`src/rtl/params_pkg.sv`:
```
// Shared types and constants for the EX-stage multiply pipeline.
//
// Contents:
//   DATA_WIDTH / REGISTER_WIDTH / ADDR_WIDTH  default datapath widths
//   MUL_MAX_STAGES                            deepest legal pipeline
//   instruction_t                             raw instruction word (debug trace)
//   mul_mode_e                                product-half selection
//   mul_stage_t                               contents of one pipeline register
//   mul_a_signed / mul_b_signed               operand signedness per mode
//
// Optional feature macro: MUL_DEBUG_TRACE_EN adds debug PC/instruction fields
// to mul_stage_t.
package params_pkg;

  localparam int unsigned DATA_WIDTH     = 32;
  localparam int unsigned REGISTER_WIDTH = 5;
  localparam int unsigned ADDR_WIDTH     = 32;
  localparam int unsigned MUL_MAX_STAGES = 8;

  typedef logic [31:0] instruction_t;

  typedef enum logic [1:0] {
    MUL_LO  = 2'b00,  // low half, MUL
    MUL_HSS = 2'b01,  // high half, signed x signed, MULH
    MUL_HSU = 2'b10,  // high half, signed x unsigned, MULHSU
    MUL_HUU = 2'b11   // high half, unsigned x unsigned, MULHU
  } mul_mode_e;

  typedef struct packed {
    logic                      valid;
    logic [REGISTER_WIDTH-1:0] wr_reg;
    logic [DATA_WIDTH-1:0]     result;
`ifdef MUL_DEBUG_TRACE_EN
    logic [ADDR_WIDTH-1:0]     debug_pc;
    instruction_t              debug_instr;
`endif
  } mul_stage_t;

  function automatic logic mul_a_signed(input mul_mode_e mode);
    return (mode == MUL_HSS) || (mode == MUL_HSU);
  endfunction

  function automatic logic mul_b_signed(input mul_mode_e mode);
    return (mode == MUL_HSS);
  endfunction

endpackage

```
`src/rtl/mul_pipe_if.sv`:
```
// Issue / control / result bundle between the EX-stage issuer, the multiply
// pipeline and the writeback arbiter.
//
// Issue side : valid_i, mode_i, a_i, b_i, wr_reg_i
// Control    : stall_i, flush_i, check_reg_i
// Status     : hazard_o, busy_o, wb_is_next_cycle_o
// Result     : result_valid_o, result_o, wr_reg_o
// Debug      : debug_pc_i/o, debug_instr_i/o (only with MUL_DEBUG_TRACE_EN)
//
// Modports: master = issuer/consumer side, slave = mul_pipe.
interface mul_pipe_if #(
  parameter int unsigned DATA_WIDTH     = params_pkg::DATA_WIDTH,
  parameter int unsigned REGISTER_WIDTH = params_pkg::REGISTER_WIDTH,
  parameter int unsigned ADDR_WIDTH     = params_pkg::ADDR_WIDTH
) ();

  logic                      valid_i;
  params_pkg::mul_mode_e     mode_i;
  logic [DATA_WIDTH-1:0]     a_i;
  logic [DATA_WIDTH-1:0]     b_i;
  logic [REGISTER_WIDTH-1:0] wr_reg_i;
  logic                      stall_i;
  logic                      flush_i;
  logic [REGISTER_WIDTH-1:0] check_reg_i;
  logic                      hazard_o;
  logic                      busy_o;
  logic                      wb_is_next_cycle_o;
  logic                      result_valid_o;
  logic [DATA_WIDTH-1:0]     result_o;
  logic [REGISTER_WIDTH-1:0] wr_reg_o;
`ifdef MUL_DEBUG_TRACE_EN
  logic [ADDR_WIDTH-1:0]     debug_pc_i;
  params_pkg::instruction_t  debug_instr_i;
  logic [ADDR_WIDTH-1:0]     debug_pc_o;
  params_pkg::instruction_t  debug_instr_o;
`endif

  modport master (
    output valid_i, mode_i, a_i, b_i, wr_reg_i, stall_i, flush_i, check_reg_i,
`ifdef MUL_DEBUG_TRACE_EN
    output debug_pc_i, debug_instr_i,
    input  debug_pc_o, debug_instr_o,
`endif
    input  hazard_o, busy_o, wb_is_next_cycle_o, result_valid_o, result_o, wr_reg_o
  );

  modport slave (
    input  valid_i, mode_i, a_i, b_i, wr_reg_i, stall_i, flush_i, check_reg_i,
`ifdef MUL_DEBUG_TRACE_EN
    input  debug_pc_i, debug_instr_i,
    output debug_pc_o, debug_instr_o,
`endif
    output hazard_o, busy_o, wb_is_next_cycle_o, result_valid_o, result_o, wr_reg_o
  );

endinterface

```
`src/rtl/mul_pipe_stage.sv`:
```
// One pipeline register of the multiply pipeline.
//
// Ports:
//   clk_i    clock
//   rst_ni   asynchronous active-low reset, clears the whole register
//   stall_i  hold current contents
//   flush_i  clear the valid bit (wins over stall_i)
//   stage_i  contents offered by the previous stage / front end
//   stage_o  registered contents
//
// Optional feature macro: MUL_DEBUG_TRACE_EN (widens mul_stage_t only).
module mul_pipe_stage
  import params_pkg::*;
(
  input  logic       clk_i,
  input  logic       rst_ni,
  input  logic       stall_i,
  input  logic       flush_i,
  input  mul_stage_t stage_i,
  output mul_stage_t stage_o
);

  mul_stage_t stage_d;
  mul_stage_t stage_q;

  // Flush only kills the valid bit; payload of an invalid stage is don't-care.
  always_comb begin
    stage_d = stage_q;
    if (flush_i) begin
      stage_d.valid = 1'b0;
    end else if (!stall_i) begin
      stage_d = stage_i;
    end
  end

  always_ff @(posedge clk_i or negedge rst_ni) begin
    if (!rst_ni) begin
      stage_q <= '0;
    end else begin
      stage_q <= stage_d;
    end
  end

  assign stage_o = stage_q;

endmodule

```
`src/rtl/mul_pipe.sv`:
```
// Parametrised integer multiply pipeline for the EX stage. A single front-end
// multiply selects the product half for the requested mode; the result then
// travels through NUM_STAGES registers before being presented to writeback.
//
// Parameters:
//   NUM_STAGES      pipeline registers from issue to result output (2..8)
//   DATA_WIDTH      operand/result width
//   REGISTER_WIDTH  destination register index width
//   ADDR_WIDTH      debug PC width
//
// Ports:
//   clk_i   clock
//   rst_ni  asynchronous active-low reset
//   bus     mul_pipe_if slave: issue, stall/flush, hazard query, status, result
//
// Optional feature macro: MUL_DEBUG_TRACE_EN carries debug PC and instruction
// alongside each op, aligned with result_o.
module mul_pipe
  import params_pkg::*;
#(
  parameter int unsigned NUM_STAGES     = 5,
  parameter int unsigned DATA_WIDTH     = params_pkg::DATA_WIDTH,
  parameter int unsigned REGISTER_WIDTH = params_pkg::REGISTER_WIDTH,
  parameter int unsigned ADDR_WIDTH     = params_pkg::ADDR_WIDTH
) (
  input logic       clk_i,
  input logic       rst_ni,
  mul_pipe_if.slave bus
);

  if (NUM_STAGES < 2 || NUM_STAGES > MUL_MAX_STAGES) begin : g_bad_depth
    $error("mul_pipe: NUM_STAGES=%0d outside legal range 2..%0d",
           NUM_STAGES, MUL_MAX_STAGES);
  end

  // The stage register layout comes from the package, so the datapath widths
  // must agree with it.
  if (DATA_WIDTH != params_pkg::DATA_WIDTH ||
      REGISTER_WIDTH != params_pkg::REGISTER_WIDTH ||
      ADDR_WIDTH != params_pkg::ADDR_WIDTH) begin : g_bad_width
    $error("mul_pipe: width parameters must match params_pkg");
  end

  logic                    a_ext_msb;
  logic                    b_ext_msb;
  logic [2*DATA_WIDTH-1:0] a_wide;
  logic [2*DATA_WIDTH-1:0] b_wide;
  logic [2*DATA_WIDTH-1:0] product;
  logic [DATA_WIDTH-1:0]   result_sel;

  // Each operand is conceptually extended to DATA_WIDTH+1 bits (bit DATA_WIDTH
  // is the sign for signed modes, 0 otherwise) and multiplied as signed.
  // Only the low 2*DATA_WIDTH product bits are ever used, so the extension bit
  // is simply replicated up to 2*DATA_WIDTH and the low half of that product
  // is identical to the signed (DATA_WIDTH+1)-bit product.
  always_comb begin
    a_ext_msb  = mul_a_signed(bus.mode_i) & bus.a_i[DATA_WIDTH-1];
    b_ext_msb  = mul_b_signed(bus.mode_i) & bus.b_i[DATA_WIDTH-1];
    a_wide     = {{DATA_WIDTH{a_ext_msb}}, bus.a_i};
    b_wide     = {{DATA_WIDTH{b_ext_msb}}, bus.b_i};
    product    = a_wide * b_wide;
    result_sel = product[2*DATA_WIDTH-1:DATA_WIDTH];
    if (bus.mode_i == MUL_LO) begin
      result_sel = product[DATA_WIDTH-1:0];
    end
  end

  mul_stage_t issue_s;

  always_comb begin
    issue_s             = '0;
    issue_s.valid       = bus.valid_i;
    issue_s.wr_reg      = bus.wr_reg_i;
    issue_s.result      = result_sel;
`ifdef MUL_DEBUG_TRACE_EN
    issue_s.debug_pc    = bus.debug_pc_i;
    issue_s.debug_instr = bus.debug_instr_i;
`endif
  end

  mul_stage_t stage_q [NUM_STAGES];

  for (genvar i = 0; i < NUM_STAGES; i++) begin : g_stage
    mul_stage_t stage_in;
    if (i == 0) begin : g_first
      assign stage_in = issue_s;
    end else begin : g_next
      assign stage_in = stage_q[i-1];
    end

    mul_pipe_stage u_stage (
      .clk_i   (clk_i),
      .rst_ni  (rst_ni),
      .stall_i (bus.stall_i),
      .flush_i (bus.flush_i),
      .stage_i (stage_in),
      .stage_o (stage_q[i])
    );
  end

  logic any_valid;
  logic reg_match;

  // The output stage still counts: its result has not been written back yet.
  always_comb begin
    any_valid = 1'b0;
    reg_match = 1'b0;
    for (int i = 0; i < NUM_STAGES; i++) begin
      any_valid = any_valid | stage_q[i].valid;
      if (stage_q[i].valid && (stage_q[i].wr_reg == bus.check_reg_i)) begin
        reg_match = 1'b1;
      end
    end
  end

  assign bus.hazard_o           = reg_match & (bus.check_reg_i != '0);
  assign bus.busy_o             = any_valid;
  assign bus.wb_is_next_cycle_o = stage_q[NUM_STAGES-2].valid & ~bus.stall_i & ~bus.flush_i;
  assign bus.result_valid_o     = stage_q[NUM_STAGES-1].valid;
  assign bus.result_o           = stage_q[NUM_STAGES-1].result;
  assign bus.wr_reg_o           = stage_q[NUM_STAGES-1].wr_reg;
`ifdef MUL_DEBUG_TRACE_EN
  assign bus.debug_pc_o         = stage_q[NUM_STAGES-1].debug_pc;
  assign bus.debug_instr_o      = stage_q[NUM_STAGES-1].debug_instr;
`endif

endmodule

```
`src/flat_wrapper.sv`:
```
// flat-port wrapper written by rule: the top's interface ports become plain ports
module mul_pipe_flat import params_pkg::*;
#(
  parameter int unsigned NUM_STAGES     = 5,
  parameter int unsigned DATA_WIDTH     = params_pkg::DATA_WIDTH,
  parameter int unsigned REGISTER_WIDTH = params_pkg::REGISTER_WIDTH,
  parameter int unsigned ADDR_WIDTH     = params_pkg::ADDR_WIDTH
)
  (clk_i, rst_ni, bus_valid_i, bus_mode_i, bus_a_i, bus_b_i, bus_wr_reg_i, bus_stall_i, bus_flush_i, bus_check_reg_i, bus_hazard_o, bus_busy_o, bus_wb_is_next_cycle_o, bus_result_valid_o, bus_result_o, bus_wr_reg_o);
  mul_pipe_if #(.DATA_WIDTH(DATA_WIDTH), .REGISTER_WIDTH(REGISTER_WIDTH), .ADDR_WIDTH(ADDR_WIDTH)) bus_i ();
  input logic clk_i;
  input logic rst_ni;
  input wire logic [$bits(bus_i.valid_i)-1:0] bus_valid_i;
  input wire logic [$bits(bus_i.mode_i)-1:0] bus_mode_i;
  input wire logic [$bits(bus_i.a_i)-1:0] bus_a_i;
  input wire logic [$bits(bus_i.b_i)-1:0] bus_b_i;
  input wire logic [$bits(bus_i.wr_reg_i)-1:0] bus_wr_reg_i;
  input wire logic [$bits(bus_i.stall_i)-1:0] bus_stall_i;
  input wire logic [$bits(bus_i.flush_i)-1:0] bus_flush_i;
  input wire logic [$bits(bus_i.check_reg_i)-1:0] bus_check_reg_i;
  output wire logic [$bits(bus_i.hazard_o)-1:0] bus_hazard_o;
  output wire logic [$bits(bus_i.busy_o)-1:0] bus_busy_o;
  output wire logic [$bits(bus_i.wb_is_next_cycle_o)-1:0] bus_wb_is_next_cycle_o;
  output wire logic [$bits(bus_i.result_valid_o)-1:0] bus_result_valid_o;
  output wire logic [$bits(bus_i.result_o)-1:0] bus_result_o;
  output wire logic [$bits(bus_i.wr_reg_o)-1:0] bus_wr_reg_o;
  assign bus_i.valid_i = bus_valid_i;
  assign bus_i.mode_i = bus_mode_i;
  assign bus_i.a_i = bus_a_i;
  assign bus_i.b_i = bus_b_i;
  assign bus_i.wr_reg_i = bus_wr_reg_i;
  assign bus_i.stall_i = bus_stall_i;
  assign bus_i.flush_i = bus_flush_i;
  assign bus_i.check_reg_i = bus_check_reg_i;
  assign bus_hazard_o = bus_i.hazard_o;
  assign bus_busy_o = bus_i.busy_o;
  assign bus_wb_is_next_cycle_o = bus_i.wb_is_next_cycle_o;
  assign bus_result_valid_o = bus_i.result_valid_o;
  assign bus_result_o = bus_i.result_o;
  assign bus_wr_reg_o = bus_i.wr_reg_o;
  mul_pipe #(.NUM_STAGES(NUM_STAGES), .DATA_WIDTH(DATA_WIDTH), .REGISTER_WIDTH(REGISTER_WIDTH), .ADDR_WIDTH(ADDR_WIDTH)) u_core (.clk_i(clk_i), .rst_ni(rst_ni), .bus(bus_i));
endmodule
```
`config.mk`:
```
export PLATFORM = sky130hd
export DESIGN_NAME = mul_pipe_flat
export DESIGN_NICKNAME = d
export VERILOG_FILES = /design/src/rtl/params_pkg.sv /design/src/rtl/mul_pipe_if.sv /design/src/rtl/mul_pipe_stage.sv /design/src/rtl/mul_pipe.sv /design/src/flat_wrapper.sv
export SDC_FILE = /design/constraint.sdc
export NUM_CORES = 2
export LEC_CHECK = 0
export CORE_MARGIN = 8
export CORE_UTILIZATION = 30
export CTS_CLUSTER_SIZE = 16
export DETAILED_ROUTE_END_ITERATION = 10
export PLACE_DENSITY_LB_ADDON = 0.12
export SLEW_MARGIN = 25
export SYNTH_ARGS = -nofsm -noshare
export SYNTH_HDL_FRONTEND = slang
export SYNTH_HIERARCHICAL = 1
export SYNTH_SLANG_ARGS = --single-unit
export TNS_END_PERCENT = 30
```
`constraint.sdc`:
```
create_clock -name clk_i -period 2.5 [get_ports clk_i]
set_input_delay 0.625 -clock clk_i [delete_from_list [all_inputs] [get_ports clk_i]]
set_output_delay 0.625 -clock clk_i [all_outputs]
set_load 0.005 [all_outputs]
```
==> impl_metrics.json <==
{
  "syn_area_sq_mm": 0.0464,
  "finalSetupTns_ps": -158990,
  "outcome": "finished, violations left",
  "maxCapViolCount": 0,
  "dp.cells": 7320,
  "grt_max_degree": 53,
  "antenna_found_initial": 8,
  "dr_wl_met3_mm": 6.33,
  "worst_pin_slew_ps": 582,
  "synth_most_common_cell": "inv_1",
  "dieArea_sq_mm": 0.168,
  "grt_setup_unrepaired": "true",
  "overflow": 0,
  "num_antenna_cells": 0,
  "synth-async-reset-ratio_pct": 100,
  "drive_gt1_share_pct": 25.7,
  "start_kind": "input port",
  "ys_types": 64,
  "synth_top_cell_area_share_pct": 48.5,
  "finalNetCount": 6863,
  "wl_met2_mm": 68.3,
  "initial_core_util_pct": 30.2,
  "relSlewSlack_pct": 60.2,
  "num_rows": 144,
  "ant_nets": 0,
  "viasPerCell": 4.45,
  "timing.rr.end": "u_core/g_stage[4].u_stage/stage_o[34]",
  "fin_ws_ps": -5150,
  "cts_num_sinks": 190,
  "synth_ff_type": "dfrtp_1",
  "worstReg2RegStart": "u_core/g_stage[4].u_stage/stage_o[34]",
  "synth.largest_area_cell": "fa_1",
  "synth.ff_latch_count": 190,
  "grt_first_pass_wirelength_mm": 231,
  "hold_buffers": 0,
  "fin_cells": 7500,
  "coreArea_sq_mm": 0.154,
  "met1_length_mm": 70.4,
  "routed_wl_mm": 148,
  "violations": "setup timing",
  "via_count": 33394,
  "synth_area_leaders": "fa_1 48%, dfrtp_1 10%, inv_1 9.6%",
  "clk_path_buf_depth": 2,
  "die_h_um": 409,
  "drc_errors": 0,
  "rr_worst_depth": 2,
  "cp_data_arrival_time_ps": 8010,
  "grt_usage_pct": 17.7,
  "path_clk_slew_ps": 70,
  "firstDrtPassIters": 7,
  "setup_violations": 33,
  "dp_hpwl_mm": 122,
  "fin_crit_ps": 7650,
  "yosysSeqAreaShare_pct": 10.2,
  "grt_pass1_vias": 37409,
  "root_buffer": "clkbuf_16",
  "worstSetupStartpoint": "bus_b_i[25]",
  "synth_edf_count": 0,
  "port_buffers": 121,
  "dieWidth_um": 409,
  "top_layer": "met5",
  "syn_avg_cell_area_sq_um": 9.69,
  "ys_warn_count": 6,
  "hold_path.class": "input port to async pin",
  "worstSkewPairLatency_ps": 430,
  "rrSetupSlack_ps": 1590,
  "cts_tree": "done",
  "pin_count": 122,
  "timing.fmax_mhz": 131,
  "numCtsBuffers": 17,
  "largest_reg_flops": 190,
  "hold_violations": 0,
  "place.gp.congestion": 0.839,
  "fin_crit_sh_pct": 306,
  "wl_per_cell_um": 19.8,
  "syn_inst": 4795,
  "end_kind": "register",
  "critPathKind": "input port to register",
  "crit_fanout": 12,
  "synth_common_cells": "1192 x inv_1, 1125 x fa_1, 854 x nand2_1",
  "drv_slew": 0,
  "fin_skew_ps": 13.5,
  "syn_nets": 6215,
  "area_growth_pct": 28.1,
  "required_ps": 2870,
  "htree_levels": 4,
  "drt_iter0_markers": 1479
}
[stage by stage]
step	hold slack, ps	worst slack [ps]	utilization, %	area, sq um
after floorplan	329	-5660	-	46600
after global placement	479	-6500	35.9	55200
after detailed placement	480	-6590	35.9	55200
after CTS	128	-5190	38.1	58600
after global routing	132	-5390	38.7	59500
final	130	-5150	38.7	59500
[repair_timing]
action	4_1_cts	5_1_grt
gates resized for setup	437	262
cloned	24	3
pin swaps	207	216
buffers inserted	100	25
setup endpoints to repair	33	34
[logic make-up after synthesis]
| logic type | after synthesis | synth area share, % |
|---|---|---|
| adders and majority gates | 1339 | 54.3 |
| xor gates and xnor gates | 96 | 1.81 |
| buffers and inverters | 1445 | 11.9 |
| and+or+nand+nor | 1299 | 12.7 |
| muxes | 190 | 5.80 |
| DFF | 190 | 10.2 |
| AOI/OAI and AO/OA | 236 | 3.26 |
[metal layers]
layer,global-route usage (%),vias up
li1,-,15197
met1,25.8,17436
met2,28.4,610
met3,2.12,147
met4,3.31,4
met5,0,-
[worst max-delay path, cell delays in order]
cell and delay (ps):
clkdlybuf4s50_1 510, buf_12 150, buf_12 150, buf_4 160, nand2_1 80, fa_1 550, fa_1 460, fa_2 530
fa_2 620, fa_1 470, fa_1 580, fa_1 430, fa_1 490, inv_1 40, ha_1 290, buf_4 170
nand4_1 150, nor2_2 80, a2111oi_4 310, a2bb2oi_2 220, o31ai_4 110, o21a_1 200, o21a_1 180, o31ai_2 240
mux2_4 170
[final cells by class]
cell class / instances / area, sq um
clock buffer: 18 / 439
clock inverter: 14 / 169
multi-input combinational: 3160 / 37800
timing repair buffer: 882 / 9260
tap: 2044 / 2560
sequential: 190 / 4750
inverter: 1192 / 4510
fill: 15574 / 94400
[worst max-delay path by stage]
stage	end
3_5_place_dp	u_core/g_stage[0].u_stage/stage_o[30]
4_1_cts	u_core/g_stage[0].u_stage/stage_o[25]
3_3_place_gp	u_core/g_stage[0].u_stage/stage_o[30]
5_1_grt	u_core/g_stage[0].u_stage/stage_o[25]
6_report	u_core/g_stage[0].u_stage/stage_o[25]
2_1_floorplan	u_core/g_stage[0].u_stage/stage_o[31]
[cell usage in the layout (no fill, tap or decap), types with 11 or more instances in the layout]
master,instances
a21o_1,26
a21oi_1,30
a21oi_2,26
and2_1,250
and2_4,24
and3_1,19
buf_12,122
buf_2,15
buf_4,555
buf_6,56
buf_8,13
bufbuf_16,21
clkbuf_16,19
clkdlybuf4s50_1,56
dfrtp_1,190
dlygate4sd2_1,11
fa_1,1056
fa_2,69
ha_1,171
ha_4,40
inv_1,1114
inv_2,70
mux2_1,19
mux2_2,15
mux2_4,151
nand2_1,823
nand2_2,25
nand3_1,13
nand4_1,14
nor2_1,49
o21ai_0,24
o21ai_1,19
o21ai_2,20
xnor2_1,42
xnor2_2,14
xor2_1,38
Power is left out: the tool's default activity adds up to more than one toggle a clock period on the data nets, which glitch-free logic cannot reach.
